`config.mk`:
```
export PLATFORM = sky130hd
export DESIGN_NAME = nbits_expand
export DESIGN_NICKNAME = d
export VERILOG_FILES = /design/src/rtl/miner_pkg.sv /design/src/rtl/nbits_expand.sv
export SDC_FILE = /design/constraint.sdc
export NUM_CORES = 1
export LEC_CHECK = 0
export BUFFER_PORTS_ARGS = -buffer_cell sky130_fd_sc_hd__buf_2
export CORE_AREA = 2 2 112 114
export DETAILED_ROUTE_END_ITERATION = 10
export DIE_AREA = 0 0 114 116
export PLACE_DENSITY = 0.66
export SYNTH_ARGS = -nofsm -noshare
export SYNTH_HDL_FRONTEND = slang
export SYNTH_SLANG_ARGS = --single-unit
```
`constraint.sdc`:
```
create_clock -name vclk -period 5.6
set_input_delay 1.12 -clock vclk [all_inputs]
set_output_delay 1.12 -clock vclk [all_outputs]
set_load 0.005 [all_outputs]
```
`src/rtl/miner_pkg.sv`:
```
// Shared widths, checker FSM encoding and the digest byte-order helper
// used by the mining datapath.
package miner_pkg;

  localparam int HASH_W  = 256;
  localparam int NONCE_W = 32;
  localparam int NBITS_W = 32;

  localparam logic [1:0] ST_IDLE    = 2'd0;
  localparam logic [1:0] ST_EXPAND  = 2'd1;
  localparam logic [1:0] ST_COMPARE = 2'd2;
  localparam logic [1:0] ST_RESULT  = 2'd3;

  localparam logic [7:0] NBITS_EXP_MAX = 8'h20;

  // The hash core emits the digest in raw byte order; the target compare
  // needs it as a big-endian number, so byte i takes byte 31-i.
  function automatic logic [HASH_W-1:0] byte_swap(input logic [HASH_W-1:0] d);
    logic [HASH_W-1:0] r;
    r = {HASH_W{1'b0}};
    for (int i = 0; i < HASH_W/8; i++) begin
      r[8*i +: 8] = d[HASH_W-8-8*i +: 8];
    end
    return r;
  endfunction

endpackage

```
`src/rtl/nbits_expand.sv`:
```
// Expands a compact nbits target into the full 256-bit threshold and flags
// encodings that a valid header can never carry.
module nbits_expand
  import miner_pkg::*;
(
  input  logic [NBITS_W-1:0] nbits,
  output logic [HASH_W-1:0]  target,
  output logic               bad_nbits
);

  logic [7:0]        exp_s;
  logic [23:0]       mant_s;
  logic [HASH_W-1:0] mant_wide_s;

  assign exp_s       = nbits[31:24];
  assign mant_s      = nbits[23:0];
  assign mant_wide_s = {{(HASH_W-24){1'b0}}, mant_s};

  // A set sign bit or an exponent past 32 bytes cannot describe a target.
  assign bad_nbits = mant_s[23] | (exp_s > NBITS_EXP_MAX);

  // Byte-granular shift of the mantissa by the exponent distance from 3.
  always_comb begin
    target = {HASH_W{1'b0}};
    if (exp_s >= 8'd3) begin
      target = mant_wide_s << {exp_s - 8'd3, 3'b000};
    end else begin
      target = mant_wide_s >> {8'd3 - exp_s, 3'b000};
    end
  end

endmodule

```
==> flow_metrics.env <==
export IMPL_outcome="complete, no violations"
export IMPL_period_share_pct=91.3
export IMPL_detail_route_antenna_nets=0
export IMPL_yosysWarnings=0
export IMPL_nFlopsAndLatches=0
export IMPL_portBuffers=289
export IMPL_fp_dieH_um=116
export IMPL_busiest_layer="met2"
export IMPL_num_vias=6316
export IMPL_seq_area_sq_um=0
export IMPL_critical_path_top_delay_family="compound AO/OA/AOI/OAI gates"
export IMPL_totalWireLength_um=22500
export IMPL_overflow=0
export IMPL_synth_avg_cell_area_sq_um=6.22
export IMPL_cpPeakStageDelay_ns=0.43
export IMPL_whs_ns=2.68
export IMPL_clkbuf_count=0
export IMPL_worstMarginPinSlew_ns=1.15
export IMPL_cp_end_kind="primary output"
export IMPL_met1_usage_pct=40.2
export IMPL_initial_core_util_pct=31.3
export IMPL_crit_required_ns=4.48
export IMPL_finalSetupViolCount=0
export IMPL_yosysTopAreaCell="a21oi_1"
export IMPL_setup_slack_ns=0.488
export IMPL_finalMaxSlewViolations=0
export IMPL_grt_max_degree=114
export IMPL_gp_congestion=0.969
export IMPL_ys_types=57
export IMPL_drt_initial_drc_count=775
export IMPL_yosys_top_cells_area="a21oi_1 (26%), nand4_1 (8.4%), a32o_1 (6.5%), nand3_1 (4.8%), mux2_2 (4.8%)"
export IMPL_die_area_sq_mm=0.0132
export IMPL_track_usage_pct=30.7
export IMPL_critPathLaunchType="input pin"
export IMPL_crit_path_cell_trace="buf_2 > ha_1 > a21bo_1 > a21oi_1 > o211ai_1 > buf_12 > nand4_1 > a21oi_1 > buf_2"
export IMPL_period_needed_ns=5.11
export IMPL_grt_pass1_wl_um=32000
export IMPL_row_count=40
export IMPL_power_density_mw_per_mm2=57.8
export IMPL_vias_per_cell=6.45
export IMPL_drc=0
export IMPL_grtUsageMet2_pct=51.5
export IMPL_ios=289
export IMPL_hold_buffers=0
export IMPL_first_global_vias=5421
export IMPL_hp_class="input pin to primary output"
export IMPL_cp_slowest_cell="ha_1"
export IMPL_yosys_area_top_type_share_pct=26.1
export IMPL_coreArea_sq_mm=0.0119
export IMPL_final_cell_mix="buf_2 (289), a21oi_1 (194), nand4_1 (50)"
export IMPL_fin_nets=870
export IMPL_cts_resized=0
export IMPL_crit_type="input pin to primary output"
export IMPL_ir_worst_vdd_mv=0.0241
export IMPL_drive_gt1_share_pct=41.5
export IMPL_area_delta_synth_final_pct=39.8
export IMPL_dp_hpwl_um=17000
export IMPL_syn_inst=598
export IMPL_synth_fp_nets=634
export IMPL_cp_max_fo=113
export IMPL_max_freq_ghz=0.196
export IMPL_first_pass_iters=6
export IMPL_leakagePower_nw=2.45
export IMPL_grt_use_met3_pct=4.39
export IMPL_synthesis_area_sq_mm=0.00372
export IMPL_avgRoutedWirePerCell_um=23.0
export IMPL_crit_buf_inv=3
export IMPL_final_common_cell="buf_2"
export IMPL_place_ws_ns=0.558
export IMPL_maxCapViolCount=0
export IMPL_slew_headroom_pct=23.6
export IMPL_hold_viol_final=0
export IMPL_n_antenna_cell=0
export IMPL_die_width_um=114
export IMPL_final_setup_tns_ns=0
export IMPL_rsz0062_at_grt="no"
export IMPL_post_cts_buffers=0
export IMPL_antenna_found_initial=0
export IMPL_ys_seq_area_share_pct=0
export IMPL_worst_ep_arrival_time_ns=3.99
-- tightest hold or removal path: cells and delay by family --
family / cells / cell delay [ns]
AOI/OAI and AO/OA: 1 / 0.12
buffers and inverters: 2 / 0.22
muxes: 1 / 0.09
-- synth_stat cells, types with 16 or more instances --
cell,count
a22o_1,16
a32o_1,24
nand3_1,36
nand4_1,50
nand2_1,21
and2_1,16
mux2_2,16
mux2i_1,16
a21oi_1,194
clkbuf_1,46
buf_2,18
-- per-stage QoR --
stage / instance area (sq um) / std cells / power, W / utilization [%]
finish: 5200 / 979 / 0.000301 / 43.7
global route: 5200 / 979 / 0.000319 / 43.7
CTS: 5200 / 979 / 0.000292 / 43.7
detailed placement: 5200 / 979 / 0.000291 / 43.7
global placement: 5200 / 979 / 0.000293 / 43.7
floorplan: 3720 / 598 / 0.000188 / -
-- layout make-up --
type | instances | area [sq um]
fill | 1352 | 6710
tap | 147 | 184
inverter | 5 | 18.8
timing repair buffer | 312 | 1630
multi-input combinational | 515 | 3370
-- kinds of logic (layout without fill, tap and decap cells) --
family                   count (synthesis)  count (layout)  synth area share (%)
AO/OA/AOI/OAI                          305             305                  52.3
XOR/XNOR                                 6               6                  1.41
adder cells (fa/ha/maj)                  4               4                  1.34
buffers and inverters                   83             317                  9.68
multiplexers                            32              32                  9.14
AND/OR/NAND/NOR                        168             168                  26.1
-- routing by layer --
layer,vias up,share of wire (%)
met3,81,9.1
met2,459,46
met1,2923,41
li1,2853,-
met4,0,4.1
met5,-,0
-- worst paths after layout --
check	from	cells after the start	end
worst min-delay path	nbits[14]	4	target[14]
worst max-delay path	nbits[25]	9	target[31]
-- where the power goes --
part / switching (W) / internal [W] / leakage (nW) / total, W
registers: 0 / 0 / 0 / 0
logic: 0.000217 / 0.0000836 / 2.45 / 0.000301
clock network: 0 / 0 / 0 / 0
Note: power is estimated with default switching activity, not from simulation.
